`config.mk`:
```
export PLATFORM = sky130hd
export DESIGN_NAME = rgb_stream_tx
export DESIGN_NICKNAME = d
export VERILOG_FILES = /design/src/rtl/rgb_stream_pkg.sv /design/src/rtl/rgb_stream_tx_vid_timing_cnt.sv /design/src/rtl/rgb_stream_tx.sv
export SDC_FILE = /design/constraint.sdc
export NUM_CORES = 1
export LEC_CHECK = 0
export ABC_AREA = 1
export CORE_MARGIN = 2
export CORE_UTILIZATION = 40
export DETAILED_ROUTE_END_ITERATION = 12
export DONT_BUFFER_PORTS = 1
export SLEW_MARGIN = 25
export SYNTH_ARGS = -nofsm -noshare
export SYNTH_HDL_FRONTEND = slang
export SYNTH_SLANG_ARGS = --single-unit
```
`constraint.sdc`:
```
create_clock -name clk -period 1.7 [get_ports clk]
set_input_delay 0.425 -clock clk [delete_from_list [all_inputs] [get_ports clk]]
set_output_delay 0.425 -clock clk [all_outputs]
set_load 0.01 [all_outputs]
```
`src/rtl/rgb_stream_pkg.sv`:
```
`default_nettype none
// ============================================================================
// Module      : rgb_stream_pkg
// Description : Shared definitions for the RGB565 stream transmitter:
//               FSM state encoding, pixel type and timing-geometry helpers.
// Contents    : c_pix_w, pixel_t, c_st_* states, f_total(), f_act_s()
// Revision    : 1.0 - initial release
// ============================================================================
package rgb_stream_pkg;

    localparam int c_pix_w = 16;
    typedef logic [c_pix_w-1:0] pixel_t;

    localparam logic [1:0] c_st_idle      = 2'd0;
    localparam logic [1:0] c_st_run       = 2'd1;
    localparam logic [1:0] c_st_stop_pend = 2'd2;

    // Full period of one axis (line in clocks, or frame in lines).
    function automatic logic [11:0] f_total(input logic [11:0] sync,
                                            input logic [11:0] back,
                                            input logic [11:0] disp,
                                            input logic [11:0] front);
        return sync + back + disp + front;
    endfunction

    // First active position of one axis.
    function automatic logic [11:0] f_act_s(input logic [11:0] sync,
                                            input logic [11:0] back);
        return sync + back;
    endfunction

endpackage
`default_nettype wire

```
`src/rtl/rgb_stream_tx_vid_timing_cnt.sv`:
```
`default_nettype none
// ============================================================================
// Module      : vid_timing_cnt
// Description : Horizontal/vertical position counters and stage-0 timing
//               decode for the RGB stream transmitter.
// Ports       : clk, rst_n      - clock, async active-low reset
//               run             - advance the counters
//               clear           - force counters to (0,0)
//               hs0, vs0, act0  - decoded sync/active, zero when not running
//               frame_last      - counters sit at the last position of a frame
// Revision    : 1.0 - initial release
// ============================================================================
module vid_timing_cnt
    import rgb_stream_pkg::*;
#(
    parameter logic [11:0] H_DISP  = 12'd480,
    parameter logic [11:0] V_DISP  = 12'd272,
    parameter logic [11:0] H_SYNC  = 12'd41,
    parameter logic [11:0] H_BACK  = 12'd2,
    parameter logic [11:0] H_FRONT = 12'd2,
    parameter logic [11:0] V_SYNC  = 12'd10,
    parameter logic [11:0] V_BACK  = 12'd2,
    parameter logic [11:0] V_FRONT = 12'd2
) (
    input  logic clk,
    input  logic rst_n,
    input  logic run,
    input  logic clear,
    output logic hs0,
    output logic vs0,
    output logic act0,
    output logic frame_last
);

    localparam logic [11:0] c_h_total = f_total(H_SYNC, H_BACK, H_DISP, H_FRONT);
    localparam logic [11:0] c_v_total = f_total(V_SYNC, V_BACK, V_DISP, V_FRONT);
    localparam logic [11:0] c_h_act_s = f_act_s(H_SYNC, H_BACK);
    localparam logic [11:0] c_v_act_s = f_act_s(V_SYNC, V_BACK);
    localparam logic [11:0] c_h_act_e = c_h_act_s + H_DISP;
    localparam logic [11:0] c_v_act_e = c_v_act_s + V_DISP;
    localparam logic [11:0] c_h_last  = c_h_total - 12'd1;
    localparam logic [11:0] c_v_last  = c_v_total - 12'd1;

    logic [11:0] r_h_cnt;
    logic [11:0] r_v_cnt;
    logic        w_h_wrap;
    logic        w_v_wrap;

    assign w_h_wrap = (r_h_cnt == c_h_last);
    assign w_v_wrap = (r_v_cnt == c_v_last);

    always_ff @(posedge clk or negedge rst_n) begin
        if (!rst_n) begin
            r_h_cnt <= '0;
            r_v_cnt <= '0;
        end else if (clear) begin
            r_h_cnt <= '0;
            r_v_cnt <= '0;
        end else if (run) begin
            if (w_h_wrap) begin
                r_h_cnt <= '0;
                r_v_cnt <= w_v_wrap ? 12'd0 : r_v_cnt + 12'd1;
            end else begin
                r_h_cnt <= r_h_cnt + 12'd1;
            end
        end
    end

    // (0,0) decodes as a sync position, so gate with run to keep the
    // outputs quiet while idle.
    assign hs0  = run & (r_h_cnt < H_SYNC);
    assign vs0  = run & (r_v_cnt < V_SYNC);
    assign act0 = run & (r_h_cnt >= c_h_act_s) & (r_h_cnt < c_h_act_e)
                      & (r_v_cnt >= c_v_act_s) & (r_v_cnt < c_v_act_e);
    assign frame_last = run & w_h_wrap & w_v_wrap;

endmodule
`default_nettype wire

```
`src/rtl/rgb_stream_tx.sv`:
```
`default_nettype none
// ============================================================================
// Module      : rgb_stream_tx
// Description : RGB565 video stream transmitter. Pops pixels from a
//               show-behind FIFO and drives LCD-style hsync/vsync/de/data
//               with a two-stage output pipeline; flags FIFO underflow.
// Ports       : clk, rst_n           - pixel clock, async active-low reset
//               en                   - stream enable
//               fifo_empty/rd_en/rd_data - upstream FIFO handshake
//               RGB_hsync/vsync/data/de  - video stream outputs
//               underflow            - sticky per-frame starvation flag
//               busy                 - running or pipeline still draining
// Revision    : 1.0 - initial release
// ============================================================================
module rgb_stream_tx
    import rgb_stream_pkg::*;
#(
    parameter logic [11:0] H_DISP  = 12'd480,
    parameter logic [11:0] V_DISP  = 12'd272,
    parameter logic [11:0] H_SYNC  = 12'd41,
    parameter logic [11:0] H_BACK  = 12'd2,
    parameter logic [11:0] H_FRONT = 12'd2,
    parameter logic [11:0] V_SYNC  = 12'd10,
    parameter logic [11:0] V_BACK  = 12'd2,
    parameter logic [11:0] V_FRONT = 12'd2
) (
    input  logic         clk,
    input  logic         rst_n,
    input  logic         en,
    input  logic         fifo_empty,
    output logic         fifo_rd_en,
    input  pixel_t       fifo_rd_data,
    output logic         RGB_hsync,
    output logic         RGB_vsync,
    output pixel_t       RGB_data,
    output logic         RGB_de,
    output logic         underflow,
    output logic         busy
);

    logic [1:0] r_state;
    logic [1:0] w_state_nxt;
    logic       w_run;
    logic       w_hs0, w_vs0, w_act0, w_frame_last;

    logic       r_hs1, r_vs1, r_act1, r_starve1, r_vld1, r_vld2;
    logic       r_hsync, r_vsync, r_de, r_underflow;
    pixel_t     r_data;
    logic       w_starve2;

    assign w_run = (r_state == c_st_run) | (r_state == c_st_stop_pend);

    vid_timing_cnt #(
        .H_DISP (H_DISP),  .V_DISP (V_DISP),
        .H_SYNC (H_SYNC),  .H_BACK (H_BACK),  .H_FRONT (H_FRONT),
        .V_SYNC (V_SYNC),  .V_BACK (V_BACK),  .V_FRONT (V_FRONT)
    ) u_timing (
        .clk        (clk),
        .rst_n      (rst_n),
        .run        (w_run),
        .clear      (~w_run),
        .hs0        (w_hs0),
        .vs0        (w_vs0),
        .act0       (w_act0),
        .frame_last (w_frame_last)
    );

    always_comb begin
        w_state_nxt = r_state;
        case (r_state)
            c_st_idle:      if (en) w_state_nxt = c_st_run;
            c_st_run:       if (!en) w_state_nxt = c_st_stop_pend;
            c_st_stop_pend: begin
                if (w_frame_last) w_state_nxt = en ? c_st_run : c_st_idle;
                else if (en)      w_state_nxt = c_st_run;
            end
            default:        w_state_nxt = c_st_idle;
        endcase
    end

    always_ff @(posedge clk or negedge rst_n) begin
        if (!rst_n) r_state <= c_st_idle;
        else        r_state <= w_state_nxt;
    end

    // Starved pixels are skipped, never stalled: the timing keeps running.
    assign fifo_rd_en = w_act0 & ~fifo_empty;

    // rd_data arrives one cycle after the pop, i.e. alongside stage 1.
    assign w_starve2 = r_act1 & r_starve1;

    always_ff @(posedge clk or negedge rst_n) begin
        if (!rst_n) begin
            r_hs1       <= 1'b0;
            r_vs1       <= 1'b0;
            r_act1      <= 1'b0;
            r_starve1   <= 1'b0;
            r_vld1      <= 1'b0;
            r_vld2      <= 1'b0;
            r_hsync     <= 1'b0;
            r_vsync     <= 1'b0;
            r_de        <= 1'b0;
            r_data      <= '0;
            r_underflow <= 1'b0;
        end else begin
            r_hs1     <= w_hs0;
            r_vs1     <= w_vs0;
            r_act1    <= w_act0;
            r_starve1 <= w_act0 & fifo_empty;
            r_vld1    <= w_run;
            r_vld2    <= r_vld1;
            r_hsync   <= r_hs1;
            r_vsync   <= r_vs1;
            r_de      <= r_act1;
            r_data    <= (r_act1 & ~r_starve1) ? fifo_rd_data : '0;
            // New frame (vsync rising) restarts the flag, but a starved
            // pixel in that same cycle still sets it.
            if (r_vs1 & ~r_vsync) r_underflow <= w_starve2;
            else                  r_underflow <= r_underflow | w_starve2;
        end
    end

    assign RGB_hsync = r_hsync;
    assign RGB_vsync = r_vsync;
    assign RGB_de    = r_de;
    assign RGB_data  = r_data;
    assign underflow = r_underflow;
    assign busy      = w_run | r_vld1 | r_vld2;

endmodule
`default_nettype wire

```
# After elaboration in Yosys (flattened, before gate mapping)
# Index checks and enable logic that the tools add are counted.
# Widths: inputs -> output; s select.
[totals]
ff_bits = 52
inputBits = 20
out_inout_bits = 22
word_cells = 61
[op_classes]
add_sub_neg = 2
n_lt_le_gt_ge = 6
eq_ne = 6
mux = 12
bitwise_logic = 20
n_reduce_logical = 1
[ops]
columns = ["operator", "count"]
rows = [
  ["$mux 12", 5],
  ["$add 12x1->12 const B", 2],
  ["$mux 16", 1],
  ["$and 1x1->1", 13],
  ["$eq 12x10->1 const B", 1],
  ["$eq 12x9->1 const B", 1],
  ["$ge 12x4->1 const B", 1],
  ["$ge 12x6->1 const B", 1],
  ["$lt 12x10->1 const B", 1],
  ["$lt 12x4->1 const B", 1],
  ["$lt 12x6->1 const B", 1],
  ["$lt 12x9->1 const B", 1],
  ["$mux 2", 3],
  ["$pmux 2 s3", 1],
  ["$ne 2x2->1 const B", 2],
  ["$or 1x1->1", 4],
  ["$not 1->1", 3],
  ["$eq 2x1->1 const B", 1],
  ["$eq 2x2->1 const B", 1],
  ["$logic_not 2->1", 1],
  ["$mux 1", 2],
]

# Depth between registers and ports, before layout
# Gate-level depths: netlist of run 1.
[logic_depth]
ltp_word = 7
depth_mapped = 11
ltp_nobuf = 11

# Hierarchy
# A second synthesis of run 1 with hierarchy kept.
[hier_totals]
cells_unflattened = 367
area_unflattened_um2 = 2806.4
[modules_own_cells]
columns = ["mod", "instances", "cells_each", "area_per_inst_um2", "seq_area_each_um2"]
rows = [
  ["vid_timing_cnt", 1, 267, 1747.9, 600.6],
  ["rgb_stream_tx", 1, 100, 1058.5, 700.7],
]

# Worst setup path after synthesis of run 1
# OpenSTA, ideal clock, no wires.
[synth_timing]
kind = "register to output"
startpoint = "register r_state[0]"
endpoint = "output fifo_rd_en"
t_arrival_ns = 1.282
required_time_ns = 1.275
setup_slack_ns = -0.007
stages_incl_launch_ff = 9
n_path_buf = 0
path_cell_list = "dfrtp_1 inv_1 ha_1 nand3_1 nor2_1 nand3_1 inv_1 nand2_1 nor2_1"
[synth_via]
elab_chain_cells = 7
elab_cells_between_ends = 8
cone_classes = "eq/ne: 2; bitwise: 6"
[synth_lines]
columns = ["item", "line_no", "rtl"]
rows = [
  ["from (decl)", "rgb_stream_tx.sv:41", "logic [1:0] r_state;"],
  ["from (signal assigned)", "rgb_stream_tx.sv:82", "if (!rst_n) r_state <= c_st_idle;"],
  ["from (signal assigned)", "rgb_stream_tx.sv:83", "else r_state <= w_state_nxt;"],
  ["$eq 2x1->1 / $eq 2x2->1 (equally long branches)", "rgb_stream_tx.sv:51", "assign w_run = (r_state == c_st_run) | (r_state == c_st_stop_pend);"],
  ["$or 1x1->1 (*)", "rgb_stream_tx.sv:51", ""],
  ["via u_timing.run", "rgb_stream_tx_vid_timing_cnt.sv:27", "input logic run,"],
  ["$and 1x1->1 (*) (2 in a row)", "rgb_stream_tx_vid_timing_cnt.sv:73", "assign act0 = run & (r_h_cnt >= c_h_act_s) & (r_h_cnt < c_h_act_e)"],
  ["$and 1x1->1 (*) (2 in a row)", "rgb_stream_tx_vid_timing_cnt.sv:74", "& (r_v_cnt >= c_v_act_s) & (r_v_cnt < c_v_act_e);"],
  ["$and 1x1->1 (*)", "rgb_stream_tx.sv:87", "assign fifo_rd_en = w_act0 & ~fifo_empty;"],
  ["to (decl)", "rgb_stream_tx.sv:31", "output logic fifo_rd_en,"],
]
# The timed path passes the listed nets; every way through them passes the cells marked *.

# Worst setup path in the final report of run 1
[layout_timing]
startpoint = "register u_timing.r_h_cnt[11]"
endpoint = "output fifo_rd_en"
[layout_via]
elab_chain_cells = 6
elab_cells_between_ends = 7
cone_classes = "order compare: 2; bitwise: 5"
[layout_lines]
columns = ["item", "line_no", "rtl"]
rows = [
  ["from (decl)", "rgb_stream_tx_vid_timing_cnt.sv:44", "logic [11:0] r_h_cnt;"],
  ["from (signal assigned)", "rgb_stream_tx_vid_timing_cnt.sv:64", "r_h_cnt <= r_h_cnt + 12'd1;"],
  ["$ge 12x6->1", "rgb_stream_tx_vid_timing_cnt.sv:73", ""],
  ["$and 1x1->1", "rgb_stream_tx_vid_timing_cnt.sv:73", ""],
  ["$and 1x1->1 (*)", "rgb_stream_tx_vid_timing_cnt.sv:73", ""],
  ["$and 1x1->1 (*) (2 in a row)", "rgb_stream_tx_vid_timing_cnt.sv:74", ""],
  ["$and 1x1->1 (*)", "rgb_stream_tx.sv:87", ""],
]
# Every way passes the cells marked *; elsewhere a longest branch is shown, timed or not.

==> summary.md, run 1 <==
| Metric | Value |
|---|---|
| Status | `finished with violations` |
| Failing checks | `setup timing` |
| RSZ-0062 raised after global routing | `yes` |
| Crit path from | `u_timing.r_h_cnt[11]` |
| Final setup viols | `2` |
| Reg2reg path depth | `10` |
| Total number of vias | `1964` |
| # IOs | `42` |
| Iter 0 DRT Violations | `60` |
| Clk pin slew, worst setup/hold paths | `0.09 ns` |
| Pint | `around 2.3 mW` |
| Routed WL per cell | `12.4 um` |
| Cells after DPL | `approximately 380` |
| Die area | `6950 um^2` |
| Worst Setup Start Kind | `flip-flop` |
| DP Wirelength | `3.48 mm` |
| Final min period | `2.01 ns` |
| ANT nets after route | `0` |
| Clk_lat worst skew | `0.30 ns` |
| Share of the synthesized area in the top cell type | `51.7%` |
| Avg Vias per Cell | `just under 5` |
| Starting Density | `42.0%` |
| R2R Setup Slk | `0.03 ns` |
| Register share of total power | `41.5%` |
| Switching Share | `33.2%` |
| Crit Path Class | `flip-flop to primary output` |
| YS warnings | `0` |
| CTS tree | `built` |
| Gr ovfl total | `0` |
| Mapped Area | `2520 um^2` |
| Area grow syn2layout | `24.2%` |
| Most common cell in the netlist | `inv_1` |
| Worst-margin pin slew | `0.482 ns` |
| # fillers | `550` |
| R2r startpoint | `u_timing.r_h_cnt[1]` |
| Worst endpoint required time | `1.27 ns` |
| Final non-filler cell total | `407` |
| CP endpoint | `fifo_rd_en` |
| Die H | `83.4 um` |
| Predominant post-synthesis flop cell | `dfrtp_1` |
| Share of cells above drive strength 1 | `between 20% and 30%` |
| Worst min-delay path class | `primary input to flip-flop` |
| Antenna cell count | `0` |
| Std-Cell Rows | `28` |
| Sw Pwr | `between 1 and 1.5 mW` |
| Comb power frac | `between 30% and 40%` |
| Inserted Clock Buffers | `5` |
| Worst EP arrival | `1.58 ns` |
| Most frequent cells after synthesis | `55 x inv_1, 52 x dfrtp_1, 49 x nand2_1, 43 x nor2_1, 17 x nand3_1` |
| Ranking of synthesized cells by area | `dfrtp_1 52%, inv_1 8.2%, nand2_1 7.3%, nor2_1 6.4%, ha_1 4.5%` |
| Sequential-to-total area share from yosys stat | `51.7%` |
| Clock root cell | `clkbuf_8` |
| EDFF count, synth | `0` |
| Pwr/cell area | `1100 nW/um^2` |
| DRC errors left | `0` |
| Die W | `83.4 um` |
| Final Cycle Share | `118%` |
| Worst setup EP type | `primary output` |
| Clock Power Share | `24.9%` |
| Syn Area/Cell | `8.66 um^2` |
| Slew Limit Headroom | `about two thirds` |
| Fin. max-slew vios | `0` |
| Global placement routability congestion | `0.813` |
| CP max FO | `3` |
| Max Freq | `0.498 GHz` |
| FF+latch count, synth | `52` |
| Routed WL | `5.06 mm` |
| First-pass GRT wire length | `approximately 8.5 mm` |
| Worst IR Drop VDD | `603 uV` |
| Htree depth | `2` |
| R2r endpoint | `u_timing.r_v_cnt[7]` |
| Lkg Pwr | `between 1.5 and 2 nW` |
| DRT Pass-1 Iters | `5` |
| TritonCTS Sinks | `52` |
| Library cells used by synthesis | `30` |
| Largest net degree at the start of global routing | `53` |
| Final-stage net count | `between 300 and 400` |
| Yosys top cell by area | `dfrtp_1` |
| Buffers added on ports | `0` |
| Post-Place Setup Slack | `-0.0613 ns` |
| Vias in the first global route | `about 1800` |
| Max-Cap Viols | `0` |
| GRT Total Usage | `14.8%` |
| Synth Instances | `291` |
| Initial antenna violation count | `0` |
| Setup ws final | `-0.308 ns` |
| Ys async rst share | `100%` |
| Final hold vios | `0` |
| Post-Syn Nets | `320` |
| Clock Skews | `0.00389 ns` |
| CTS Buffer Depth | `2` |
| Core Area | `5990 um^2` |
[power groups by stage]
stage / clock (mW) / sequential, mW / combinational [mW]
2_1_floorplan: 0 / 1.45 / 0.497
3_3_place_gp: 0 / 1.44 / 0.875
3_5_place_dp: 0 / 1.45 / 0.879
4_1_cts: 0.889 / 1.43 / 1.01
5_1_grt: 0.938 / 1.45 / 1.28
6_report: 0.860 / 1.43 / 1.16
[per-stage QoR]
stage	TNS, ns	cell area, um^2	hold slack (ns)	power (mW)	util (%)
after floorplan	0	2520	0.129	1.95	-
after global placement	-0.00521	2760	0.130	2.32	46.0
after detailed placement	-0.0613	2760	0.131	2.33	46.0
after CTS	-0.369	2970	0.204	3.33	49.5
after global routing	-0.822	3130	0.203	3.66	52.2
final	-0.522	3130	0.214	3.45	52.2
[routing by layer]
metal,vias up,GRT usage (%),part of all wire [%]
li1,986,-,-
met1,920,19.2,45
met2,51,24.6,50
met3,7,3.18,3.9
met4,0,4.77,1.2
met5,-,0,0
[cells in the final DEF, fill, tap and decap left out, drive strengths merged, types with 2 or more instances in the layout]
cell,n
nand3,17
buf,35
ha,9
a31oi,2
xnor2,2
nor3,7
o22ai,5
clkbuf,5
o21ai,17
xor2,4
nand4,6
dfrtp,52
nor2,49
a21oi,5
nand2,52
inv,57
[cell families (layout without fill, tap and decap cells)]
family | after synthesis | after routing | share of synthesized area, %
compound gates | 32 | 32 | 8.59
xor+xnor | 6 | 6 | 2.09
fa+ha+maj | 9 | 9 | 4.47
buf+inv | 59 | 100 | 9.24
flops | 52 | 52 | 51.7
simple gates | 133 | 133 | 23.9
[worst min-delay path by stage]
stage | start | endpoint | slack (ns) | cells past startpoint
floorplan | rst_n | RGB_data[0] | 0.13 | 0
finish | fifo_rd_data[10] | RGB_data[10] | 0.21 | 2
CTS | fifo_rd_data[1] | RGB_data[1] | 0.20 | 2
detailed placement | rst_n | RGB_data[1] | 0.13 | 0
global placement | rst_n | RGB_data[1] | 0.13 | 0
global route | fifo_empty | r_starve1 | 0.20 | 2
[cell type report]
cell class | count | area (um^2) | area share [%]
clock inverters | 3 | 46.3 | 1.48
flip-flops and latches | 52 | 1300 | 41.7
inverters | 56 | 218 | 6.96
well taps | 75 | 93.8 | 3.00
multi-input cells | 180 | 1090 | 34.9
clock buffers | 5 | 68.8 | 2.20
repair buffers | 36 | 305 | 9.76
[timing repair]
action | 4_1_cts | 5_1_grt
pin swaps | 2 | 16
hold endpoints to repair | 52 | 0
endpoints found under the setup margin | 2 | 21
gates resized for setup | 10 | 28
hold buffers | 2 | 0
buffers inserted | 3 | 12
[sequential cells by signal (all words and copies together), names as in the netlist]
name              count
RGB_data             16
u_timing.r_h_cnt     12
u_timing.r_v_cnt     12
r_state               2
RGB_de                1
RGB_hsync             1
RGB_vsync             1
r_act1                1
r_hs1                 1
r_starve1             1
r_vld1                1
r_vld2                1
r_vs1                 1
underflow             1
[worst max-delay path: stages, from the launching register on]
cell and delay (ns):
dfrtp_1 0.42, nor2_2 0.17, inv_1 0.09, nor2_4 0.11, nand3_1 0.08, o21ai_1 0.17
nor2_2 0.07, nand2_2 0.12, nor2_4 0.05
Note: power is estimated with default switching activity, not from simulation.
==> run 2, diff against run 1 <==
==> constraint.sdc (replaced) <==
create_clock -name clk -period 1.91 [get_ports clk]
set_input_delay 0.4775 -clock clk [delete_from_list [all_inputs] [get_ports clk]]
set_output_delay 0.4775 -clock clk [all_outputs]
set_load 0.01 [all_outputs]
==> summary.md, run 2 (same netlist as run 1, synthesis figures left out) <==
| Metric | Value |
|---|---|
| # IOs | `42 (unchanged)` |
| Gr ovfl total | `0 (unchanged)` |
| CTS Buffer Depth | `2 (unchanged)` |
| Hold_ws | `0.0216 ns (-0.192 ns)` |
| Global placement routability congestion | `0.848 (+4.3%)` |
| Vias in the first global route | `1903 (+4.1%)` |
| Final-stage net count | `345 (-4.2%)` |
| CP max stage cell | `dfrtp_1` |
| Worst endpoint required time | `1.43 ns (+0.16 ns)` |
| Cells after DPL | `375 (-2.1%)` |
| Slew Limit Headroom | `66.6% (-1.2 points)` |
| Finished Core Util | `49.1% (-3.1 points)` |
| Core Area | `5990 um^2 (unchanged)` |
| Std-Cell Rows | `28 (unchanged)` |
| ANT nets after route | `0 (unchanged)` |
| Inserted Clock Buffers | `5 (unchanged)` |
| Clock root cell | `clkbuf_8` |
| Failing checks | `setup timing` |
| RSZ-0062 raised after global routing | `yes` |
| Final non-filler cell total | `392 (-3.7%)` |
| Worst IR Drop VDD | `499 uV (-17%)` |
| Comb power frac | `29.8% (-3.8 points)` |
| Final setup viols | `2 (unchanged)` |
| Fin. max-slew vios | `0 (unchanged)` |
| Worst min-delay path class | `primary input to asynchronous set/reset pin` |
| Slowest Stage Delay on Critical Path | `0.40 ns (-0.02 ns)` |
| Final Cycle Share | `105%` |
| Crit-path most repeated cell | `nor2_2` |
| Worst-margin pin slew | `0.500 ns (+0.0177 ns)` |
| Commonest cells after routing, fill and taps aside | `51 x dfrtp_1, 51 x inv_1, 48 x nand2_1` |
| Clk_lat worst skew | `0.30 ns (about the same)` |
| Final min period | `2.01 ns` |
| Initial antenna violation count | `0 (unchanged)` |
| Htree depth | `2 (unchanged)` |
| Max-Cap Viols | `0 (unchanged)` |
| Worst Setup Start Kind | `flip-flop` |
| Total number of vias | `1873 (-4.6%)` |
| Antenna cell count | `0 (unchanged)` |
| # fillers | `555 (+0.91%)` |
| CTS tree | `built` |
| Starting Density | `42.0% (unchanged)` |
| DRT Pass-1 Iters | `4 (-1)` |
| TritonCTS Sinks | `52 (unchanged)` |
| Lkg Pwr | `1.45 nW (-5.1%)` |
| Share of cells above drive strength 1 | `19.9% (-7.8 points)` |
| Status | `finished with violations` |
| Sw Pwr | `948 uW (-17%)` |
| Clk pin slew, worst setup/hold paths | `0.10 ns (about the same)` |
| Post-place instance area | `2680 um^2 (-2.7%)` |
| Buffers added on ports | `0 (unchanged)` |
| Switching Share | `32.7% (-0.48 points)` |
| Crit-path cells | `nor2_2, nand2_1, nor2_1, nand4_1, o21ai_1, nor2_2, nand2_2, nor2_4` |
| Area grow syn2layout | `16.9%` |
| First-pass GRT wire length | `8.34 mm (-1.5%)` |
| Die H | `83.4 um (unchanged)` |
| Clock Power Share | `26.3% (+1.4 points)` |
| Register share of total power | `43.9% (+2.4 points)` |
| GRT Total Usage | `14.4% (-0.40 points)` |
| Worst setup EP type | `primary output` |
| Routed WL per cell | `12.3 um (-1.3%)` |
| DP Wirelength | `3.39 mm (-2.6%)` |
| Die area | `6950 um^2 (unchanged)` |
| CP max FO | `3 (unchanged)` |
| Iter 0 DRT Violations | `87 (+45%)` |
| Worst EP arrival | `1.54 ns (-0.04 ns)` |
| Pwr/cell area | `985 nW/um^2 (-11%)` |
| Avg Vias per Cell | `4.78 (-0.98%)` |
| Max Freq | `0.496 GHz` |
| Max reg flops | `16 (unchanged)` |
| Post-Place Setup Slack | `0.0505 ns (+0.112 ns)` |
| Clock Skews | `0.00657 ns (+0.00268 ns)` |
| Pint | `1.95 mW (-15%)` |
| Final instance area | `2940 um^2 (-5.9%)` |
| Largest net degree at the start of global routing | `53 (unchanged)` |
| Setup ws final | `-0.105 ns (+0.203 ns)` |
| Final hold vios | `0 (unchanged)` |
| Die W | `83.4 um (unchanged)` |
| Crit Path Class | `flip-flop to primary output` |
| DRC errors left | `0 (unchanged)` |
| Routed WL | `4.82 mm (-4.9%)` |
## run 2: changes by cell type in the layout (fill, tap and decap cells not counted), sizes merged
cell         change
buf             -14
dlygate4sd3      -1
## run 2: timing repair
item,CTS,global route
endpoints found under the hold margin,52,0
buffers inserted,4,4
hold buffers,1,0
setup endpoints to repair,2,12
pin swaps,3,1
cloned,0,0
resized for setup,11,7
## run 2: path summary, 6_finish.rpt
kind / cells after the start / startpoint / slack (ns) / endpoint
max in group asynchronous: 1 / rst_n / 1.67 / u_timing.r_h_cnt[5]
min in group clk: 2 / fifo_empty / 0.27 / r_starve1
hold reg to reg: 0 / r_hs1 / 0.36 / RGB_hsync
setup reg to reg: 10 / u_timing.r_h_cnt[0] / 0.23 / u_timing.r_v_cnt[7]
hold / removal: 1 / rst_n / 0.02 / RGB_data[12]
setup / recovery: 8 / u_timing.r_v_cnt[10] / -0.10 / fifo_rd_en
## run 2: layout make-up
type | instances | area, um^2 | area share [%]
clock inverter | 3 | 46.3 | 1.57
sequential | 52 | 1300 | 44.2
multi-input combinational | 180 | 1030 | 34.8
tap | 75 | 93.8 | 3.19
inverter | 56 | 213 | 7.22
clock buffer | 5 | 68.8 | 2.34
timing repair buffer | 21 | 194 | 6.59
## run 2: layer usage
metal | vias up | routed length (um) | part of all wire [%] | GRT usage (%)
met1 | 868 | 2160 | 45 | 17.6
li1 | 955 | - | - | -
met2 | 48 | 2430 | 50 | 25.4
met3 | 2 | 206 | 4.3 | 3.58
met4 | 0 | 16 | 0.33 | 3.58
met5 | - | 0 | 0 | 0
## run 2: critical path: cells and delay by family (launching register included)
family          cells  cell delay, ns
simple gates        7            0.71
flops               1            0.40
compound gates      1            0.12
## run 2: metrics by stage
| stage | setup TNS (ns) | total power, mW |
|---|---|---|
| 6_report | -0.127 | 2.90 |
| 5_1_grt | -0.322 | 3.10 |
| 4_1_cts | -0.169 | 2.90 |
| 3_5_place_dp | 0 | 2.01 |
| 3_3_place_gp | 0 | 2.01 |
| 2_1_floorplan | 0 | 1.74 |
## run 2: power by group through the flow
stage | Clock, mW | Combinational (mW) | Sequential, mW
after floorplan | 0 | 0.443 | 1.29
final | 0.763 | 0.865 | 1.27
after global placement | 0 | 0.717 | 1.29
after CTS | 0.794 | 0.834 | 1.27
after detailed placement | 0 | 0.718 | 1.29
after global routing | 0.837 | 0.975 | 1.28
==> RTL change, RTL diff (config.mk and constraints of run 2) <==
Change the package constant `c_pix_w` from 16 to 32.
--- a/src/rtl/rgb_stream_pkg.sv
+++ b/src/rtl/rgb_stream_pkg.sv
@@ -10,3 +10,3 @@
 
-    localparam int c_pix_w = 16;
+    localparam int c_pix_w = 32;
     typedef logic [c_pix_w-1:0] pixel_t;
Interface: changed (resized RGB_data and fifo_rd_data); port bits go from 42 to 74. The function was not compared with the original's and may differ.
==> RTL change against run 2 <==
The run ends with negative hold slack, negative setup slack left; total power rose by 33%; clock power up 66%; routed wire length increased by 26%; design area increased by 22%; sequential cell count up 16; setup slack got worse by 0.22 ns; critical path type unchanged; area after synthesis grew 22%; largest cell class unchanged; sequential share of layout area up 3.3 points; highest routed layer unchanged.
==> RTL change: results (changes against run 2) <==
Worst setup path
  • Worst setup path end: busy (was fifo_rd_en)
  • Reg-to-reg setup timing slack: 0.33 ns (was 0.23 ns)
  • Endpoint of the lowest-slack register-to-register path: u_timing.r_h_cnt[10] (was u_timing.r_v_cnt[7])
  • Arr. time, crit path: 1.76 ns (was 1.54 ns)
  • Cell type group with the largest total delay on the critical path: buffers and inverters (was simple AND/OR/NAND/NOR gates)
  • CP max stage cell: or3_4 (was dfrtp_1)

Global routing
  • Wire length of the first global-routing pass: 10320 um (was 8342 um)
  • All-Layer GR Usage: 0.1534 (was 0.1440)
  • Maximum number of pins on one net before global-route repair: 69 (was 53)

Final layout
  • Total of fill cells in the finished design: 687 (was 555)
  • Layout cell share with drive strength beyond 1: 0.1763 (was 0.1987)
  • Flip-flop count of the largest register, all copies and words added: 32 (was 16)
  • Number of nets in the final layout: 421 (was 345)
  • Final core occ: 0.4856 (was 0.4914)

Yosys
  • Synth cell types: 33 (was 30)
  • Total nets after synthesis: 396 (was 320)
  • Top cells by count, synth: dfrtp_1, inv_1, nor2_1 (was inv_1, dfrtp_1, nand2_1)
  • Sequential cell area fraction in the yosys report: 0.5531 (was 0.5166)

CTS
  • TritonCTS Buffers: 9 (was 5)
  • Deepest level of the CTS H-tree: 3 (was 2)
  • Clock latency at the later pin of the worst-skew pair: 0.34 ns (was 0.30 ns)
  • Worst-path clk slew: 0.08 ns (was 0.10 ns)

Timing
  • Final hold violation count: 68 (was 0)
  • Final total negative setup slack: -0.6433 ns (was -0.1269 ns)
  • Post-layout worst setup margin: -0.3297 ns (was -0.1047 ns)
  • Worst-case hold slack: -0.1709 ns (was 0.02165 ns)
  • Slew at the pin closest to its max-slew limit: 0.3396 ns (was 0.4997 ns)
  • Worst clock skew: 0.01075 ns (was 0.006568 ns)
  • Final count of negative-setup-slack endpoints: 2 (unchanged)

Place
  • Placer congestion estimate: 0.8646 (was 0.8478)
  • DP Worst Slack: -0.06870 ns (was 0.05047 ns)
  • HPWL reported at the end of detailed placement: 4411 um (was 3386 um)

Drt
  • Detailed-route via count: 2300 (was 1873)

Outcome
  • Violations in the final reports: negative hold slack, negative setup slack (was negative setup slack)
  • Result of the run: finished, violations left (unchanged)

Pwr
  • Int Pwr: 2.722 mW (was 1.951 mW)
## RTL change: cell types whose count changed after synthesis, sizes merged, moves of 5 or more
cell   delta
dfrtp    +16
inv      +15
nor2     +20
o21ai     +5
o22ai     -5
## RTL change: per-layer routing
layer  GRT usage  vias up  wire length (um)
met5           0        -                 0
met4     0.05970        0                76
met3     0.04519        9               398
met2      0.2604       80              2906
met1      0.1834     1089              2686
li1            -     1122                 -
## RTL change: logic make-up after synthesis
logic type	after synthesis	synth area share
and+or+nand+nor	158	0.2302
AOI/OAI and AO/OA	34	0.06832
DFF	68	0.5531
adders and majority gates	9	0.03660
buffers and inverters	77	0.09760
xor gates and xnor gates	5	0.01423
## RTL change: power by group through the flow
stage / Combinational (mW) / Sequential, mW / Clock (mW)
after floorplan: 0.513 / 1.64 / 0
after global placement: 0.826 / 1.64 / 0
after detailed placement: 0.823 / 1.65 / 0
after CTS: 0.924 / 1.62 / 1.30
after global routing: 1.05 / 1.63 / 1.37
final: 0.960 / 1.62 / 1.27
## RTL change: repair_timing
action,CTS,global route
buffers inserted,4,1
pin swaps,3,1
endpoints found under the setup margin,2,2
endpoints found under the hold margin,68,68
resized for setup,6,1
## RTL change: area by class of cell
cell class | instances | area share
clock inverters | 6 | 0.02517
repair buffers | 19 | 0.04196
well taps | 99 | 0.03462
flip-flops and latches | 68 | 0.4755
inverters | 72 | 0.07692
clock buffers | 9 | 0.03462
multi-input cells | 206 | 0.3112
## RTL change: stage by stage
| stage | hold WS [ns] | area [um^2] | cells |
|---|---|---|---|
| CTS | -0.1917 | 3567 | 478 |
| global route | -0.2012 | 3578 | 479 |
| detailed placement | 0.1835 | 3296 | 459 |
| global placement | 0.1832 | 3296 | 459 |
| floorplan | 0.1819 | 3097 | 351 |
| finish | -0.1709 | 3578 | 479 |
